[src/rtl/rv32m_pkg.sv]
// Shared RV32M definitions: operand width, funct3 encodings for the divide
// group and the divider FSM state type.
package rv32m_pkg;

  localparam int XLEN = 32;

  localparam logic [2:0] F3_DIV  = 3'b100;
  localparam logic [2:0] F3_DIVU = 3'b101;
  localparam logic [2:0] F3_REM  = 3'b110;
  localparam logic [2:0] F3_REMU = 3'b111;

  typedef enum logic [1:0] {
    IDLE,
    CALC,
    FIX,
    DONE
  } div_state_t;

endpackage

[src/rtl/div_unit.sv]
// Iterative radix-2 restoring divider for DIV/DIVU/REM/REMU with a
// register-file style write-back (regWrite/rd/wd) and a start/busy/done handshake.
module div_unit
  import rv32m_pkg::*;
(
  input  logic            clk,
  input  logic            rst,
  input  logic            start,
  input  logic [2:0]      funct3,
  input  logic [XLEN-1:0] rs1_val,
  input  logic [XLEN-1:0] rs2_val,
  input  logic [4:0]      rd_in,
  output logic            busy,
  output logic            done,
  output logic            regWrite,
  output logic [4:0]      rd,
  output logic [XLEN-1:0] wd,
  output div_state_t      dbg_state
);

  // Handshake: start is sampled only while the FSM is IDLE (operands too);
  // busy rises on the accepting edge and stays high through the one-cycle
  // done pulse; a new start may be accepted on the edge that ends that pulse.

  div_state_t      state;
  logic [5:0]      count;
  logic [XLEN-1:0] rem;
  logic [XLEN-1:0] quo;
  logic [XLEN-1:0] dvsr;
  logic [4:0]      rd_q;
  logic            sel_rem;
  logic            neg_q;
  logic            neg_r;

  logic            op_signed;
  logic            op_rem;
  logic            a_neg;
  logic            b_neg;
  logic [XLEN-1:0] a_mag;
  logic [XLEN-1:0] b_mag;
  logic            div_zero;
  logic            overflow;

  always_comb begin
    op_signed = (funct3 == F3_DIV) || (funct3 == F3_REM);
    op_rem    = (funct3 == F3_REM) || (funct3 == F3_REMU);
    a_neg     = op_signed && rs1_val[XLEN-1];
    b_neg     = op_signed && rs2_val[XLEN-1];
    // Negating 0x8000_0000 wraps back to itself, which is its unsigned magnitude.
    a_mag     = a_neg ? -rs1_val : rs1_val;
    b_mag     = b_neg ? -rs2_val : rs2_val;
    div_zero  = (rs2_val == '0);
    overflow  = op_signed && (rs1_val == 32'h8000_0000) && (rs2_val == 32'hFFFF_FFFF);
  end

  // One restoring step: the partial remainder never exceeds the divisor, so
  // after the shift it fits in XLEN+1 bits and the difference fits in XLEN.
  logic [XLEN:0]   shift_rem;
  logic [XLEN-1:0] diff;
  logic            fits;
  logic [XLEN-1:0] step_rem;
  logic [XLEN-1:0] step_quo;

  always_comb begin
    shift_rem = {rem, quo[XLEN-1]};
    fits      = (shift_rem >= {1'b0, dvsr});
    diff      = shift_rem[XLEN-1:0] - dvsr;
    step_rem  = fits ? diff : shift_rem[XLEN-1:0];
    step_quo  = {quo[XLEN-2:0], fits};
  end

  always_ff @(posedge clk or posedge rst) begin
    if (rst) begin
      state    <= IDLE;
      count    <= '0;
      rem      <= '0;
      quo      <= '0;
      dvsr     <= '0;
      rd_q     <= '0;
      sel_rem  <= 1'b0;
      neg_q    <= 1'b0;
      neg_r    <= 1'b0;
      busy     <= 1'b0;
      done     <= 1'b0;
      regWrite <= 1'b0;
      rd       <= '0;
      wd       <= '0;
    end else begin
      done     <= 1'b0;
      regWrite <= 1'b0;
      case (state)
        IDLE: begin
          // Clears busy at the end of the done pulse unless a new op starts.
          busy <= start;
          if (start) begin
            rd_q    <= rd_in;
            sel_rem <= op_rem;
            count   <= '0;
            if (div_zero) begin
              quo   <= '1;
              rem   <= rs1_val;
              neg_q <= 1'b0;
              neg_r <= 1'b0;
              state <= DONE;
            end else if (overflow) begin
              quo   <= 32'h8000_0000;
              rem   <= '0;
              neg_q <= 1'b0;
              neg_r <= 1'b0;
              state <= DONE;
            end else begin
              quo   <= a_mag;
              rem   <= '0;
              dvsr  <= b_mag;
              neg_q <= a_neg ^ b_neg;
              neg_r <= a_neg;
              state <= CALC;
            end
          end
        end
        CALC: begin
          rem   <= step_rem;
          quo   <= step_quo;
          count <= count + 6'd1;
          if (count == 6'd31) state <= FIX;
        end
        FIX: begin
          if (neg_q) quo <= -quo;
          if (neg_r) rem <= -rem;
          state <= DONE;
        end
        DONE: begin
          done     <= 1'b1;
          regWrite <= (rd_q != 5'd0);
          rd       <= rd_q;
          wd       <= sel_rem ? rem : quo;
          state    <= IDLE;
        end
        default: state <= IDLE;
      endcase
    end
  end

  assign dbg_state = state;

endmodule

[config.mk]
export PLATFORM = sky130hd
export DESIGN_NAME = div_unit
export DESIGN_NICKNAME = d
export VERILOG_FILES = /design/src/rtl/rv32m_pkg.sv /design/src/rtl/div_unit.sv
export SDC_FILE = /design/constraint.sdc
export NUM_CORES = 1
export LEC_CHECK = 0
export ABC_AREA = 1
export CORE_ASPECT_RATIO = 0.5
export CORE_UTILIZATION = 60
export DETAILED_ROUTE_END_ITERATION = 16
export DONT_BUFFER_PORTS = 1
export GPL_ROUTABILITY_DRIVEN = 1
export PLACE_DENSITY = 0.88
export REMOVE_ABC_BUFFERS = 1
export SLEW_MARGIN = 0
export SYNTH_ARGS = -nofsm -noshare
export SYNTH_HDL_FRONTEND = slang
export SYNTH_SLANG_ARGS = --single-unit
[constraint.sdc]
create_clock -name clk -period 8.3 [get_ports clk]
set_input_delay 1.245 -clock clk [delete_from_list [all_inputs] [get_ports clk]]
set_output_delay 1.245 -clock clk [all_outputs]
set_load 0.01 [all_outputs]
==> results.json <==
{
  "status": "completed",
  "dieArea_sq_um": 24300,
  "worstMarginPinSlew_ns": 1.09,
  "drive_above_1_share_pct": 5.18,
  "netSwitchingFraction_pct": 58.2,
  "place_congestion": 1.02,
  "setup_slack_ns": 4.69,
  "grt_pass1_vias": 13704,
  "cts_resized": 0,
  "ir_worst_vdd_uv": 298,
  "power.switching_w": 0.00392,
  "routed-via-count": 15906,
  "hold_viol": 0,
  "synth-async-reset-ratio_pct": 100,
  "avgRoutedWirePerCell_um": 19.0,
  "criticalPathCategory": "reg2reg",
  "clk_pin_slew_ns": 0.07,
  "yosysWarnings": 0,
  "cts_root_buffer": "clkbuf_16",
  "die_x_um": 219,
  "required_ns": 8.65,
  "ys_types": 48,
  "clock.fmax_mhz": 277,
  "min_from": "dvsr[17]",
  "maxSlewHeadroom_pct": 27.3,
  "finalClockSkew_ns": 0.0133,
  "critPathLaunchType": "flip-flop",
  "pwr-share-seq_pct": 23.2,
  "nets": 2442,
  "ys_seq_elements": 152,
  "coreArea_sq_um": 23000,
  "vias_per_cell": 6.02,
  "antennaDiodeCount": 0,
  "synthCells": 2370,
  "critPathMaxFanout": 33,
  "syn-cell-area_sq_um": 14200,
  "cts_tree": "built",
  "overflow": 0,
  "r2r_start": "dvsr[1]",
  "first_pass_iters": 7,
  "drt-initial-drc-count": 2424,
  "syn_to_final_growth_pct": 4.67,
  "synth_edf_count": 0,
  "ant_nets": 0,
  "rows": 39,
  "synth_top_area_cell": "dfrtp_1",
  "final_core_util_pct": 64.5,
  "dpl_cell_area_sq_um": 14300,
  "setup_viol": 0,
  "maxCapViolCount": 0,
  "cts_setup_buffers": 0,
  "p_clk_share_pct": 11.6,
  "preCtsSetupSlack_ns": 4.75,
  "clock_path_buffers": 2,
  "slew_violations": 0,
  "numPortBuffers": 0,
  "p_int_w": 0.00282,
  "period_needed_ns": 3.61,
  "fp.dieH_um": 111,
  "power.total_w": 0.00673,
  "dp_hpwl_um": 38700,
  "boundaryPins": 117,
  "crit_path_end_kind": "flip-flop",
  "ys.flop_type": "dfrtp_1",
  "p_comb_share_pct": 65.2,
  "cts_buffers": 17,
  "finalCritPeriodShare_pct": 43.5,
  "clock-sinks": 152,
  "syn_avg_cell_area_sq_um": 5.98,
  "power_density_nw_per_um2": 454,
  "rsz0062_at_grt": "no",
  "grt_start_max_net_pins": 89,
  "cp.arrival_ns": 3.97,
  "synth_area_leaders": "dfrtp_1, nand2_1, inv_1",
  "antenna_found_initial": 0,
  "crit_path_start": "dvsr[1]",
  "grt_usage_pct": 41.7,
  "cts_htree_levels": 4,
  "clkLatencyLatePin_ns": 0.47,
  "start_util_pct": 61.6,
  "drt_wl_total_um": 50300,
  "setup_tns_ns": 0,
  "drc": 0,
  "leakagePower_nw": 7.65,
  "grt_pass1_wl_um": 77300,
  "synth_seq_area_share_pct": 26.8,
  "synth_top_area_share_pct": 26.8,
  "postLayoutCellArea_sq_um": 14800,
  "holdBufCountCts": 0,
  "hp-class": "reg2reg"
}
==> Yosys cell counts, types with 17 or more instances <==
library cell	number
nand3_1	217
o21ai_0	114
dfrtp_1	152
nand2_1	746
xor2_1	37
nor3_1	23
a21oi_1	114
nor2_1	291
xnor2_1	19
clkbuf_1	45
ha_1	43
o211ai_1	17
inv_1	318
nor2_2	36
o21ai_1	35
nand4_1	46
==> logic make-up (layout without fill, tap and decap cells) <==
logic type	Yosys count	after routing	share of synthesized area (%)
and+or+nand+nor	1413	1413	42.9
buffers and inverters	403	369	11.5
AOI/OAI and AO/OA	302	302	11.4
DFF	152	152	26.8
xor gates and xnor gates	56	56	3.46
adders and majority gates	44	44	3.94
==> sequential cells by signal, summed over array words and instances, names as in the netlist <==
| name | cells |
|---|---|
| count | 6 |
| regWrite | 1 |
| busy | 1 |
| neg_q | 1 |
| wd | 32 |
| rem | 32 |
| rd_q | 5 |
| done | 1 |
| neg_r | 1 |
| dvsr | 32 |
| sel_rem | 1 |
| dbg_state | 2 |
| quo | 32 |
| rd | 5 |
==> power groups by stage <==
stage / clock, W / sequential [W] / combinational [W]
global route: 0.000814 / 0.00160 / 0.00486
CTS: 0.000783 / 0.00154 / 0.00424
global placement: 0 / 0.00154 / 0.00415
detailed placement: 0 / 0.00154 / 0.00421
finish: 0.000780 / 0.00156 / 0.00439
floorplan: 0 / 0.00139 / 0.00310
==> worst paths after layout <==
| check | endpoint | slack (ns) | depth (start not counted) |
|---|---|---|---|
| setup / recovery | rem[29] | 4.69 | 16 |
| hold / removal | dvsr[17] | 0.49 | 2 |
| setup reg to reg | rem[29] | 4.69 | 16 |
| hold reg to reg | dvsr[17] | 0.49 | 2 |
| max in group asynchronous | dvsr[11] | 6.12 | 2 |
| min in group asynchronous | quo[6] | 0.79 | 1 |
==> final cells by class <==
class                           count  area (sq um)
Multi-Input combinational cell   1815          8750
Fill cell                        2217          8150
Sequential cell                   152          3800
Inverter                          326          1230
Clock buffer                       17           425
Tap cell                          307           384
Clock inverter                     15           148
Timing Repair Buffer               11          82.6
==> worst max-delay path: stages, from the launching register on <==
cell	delay (ns)
dfrtp_1	0.57
inv_1	0.28
ha_1	0.39
nand2_1	0.09
nor2_1	0.04
nand3_1	0.10
nand3_2	0.17
nand2_1	0.13
nand2_1	0.09
nand2_2	0.49
nand2_4	0.42
nand2_2	0.37
nand2_1	0.08
nand2_1	0.08
nand2_1	0.05
nand2_1	0.06
nand2_1	0.05
==> placed cells by master, fill, tap and decap left out, types with 2 or more instances in the layout <==
| cell | instances |
|---|---|
| a21oi_1 | 113 |
| a31oi_1 | 4 |
| and2_1 | 3 |
| buf_4 | 11 |
| clkbuf_16 | 17 |
| clkinvlp_4 | 2 |
| dfrtp_1 | 151 |
| ha_1 | 40 |
| ha_2 | 3 |
| inv_1 | 317 |
| inv_2 | 6 |
| inv_6 | 6 |
| inv_8 | 6 |
| nand2_1 | 746 |
| nand2_2 | 3 |
| nand2_4 | 3 |
| nand3_1 | 217 |
| nand3_2 | 3 |
| nand3b_1 | 11 |
| nand4_1 | 46 |
| nand4_2 | 2 |
| nor2_1 | 290 |
| nor2_2 | 37 |
| nor2_4 | 6 |
| nor3_1 | 23 |
| nor3_4 | 2 |
| nor3b_1 | 2 |
| nor4_1 | 9 |
| o211ai_1 | 17 |
| o21ai_0 | 114 |
| o21ai_1 | 35 |
| o21bai_1 | 4 |
| o221ai_1 | 6 |
| o22ai_1 | 3 |
| o31ai_1 | 2 |
| or2_2 | 6 |
| xnor2_1 | 19 |
| xor2_1 | 37 |
==> per-layer routing <==
metal	track usage [%]	up-vias	share of wire, %
met5	0	-	0
met4	11.5	0	2.4
met3	15.1	120	16
met2	53.2	1066	37
met1	64.2	7255	44
li1	-	7465	-
==> metrics by stage <==
step	instances	hold slack [ns]
after global placement	2611	0.464
after global routing	2643	0.524
final	2643	0.494
after detailed placement	2611	0.477
after floorplan	2293	0.449
after CTS	2643	0.496
No activity file was read; power rests on OpenSTA's default activity.
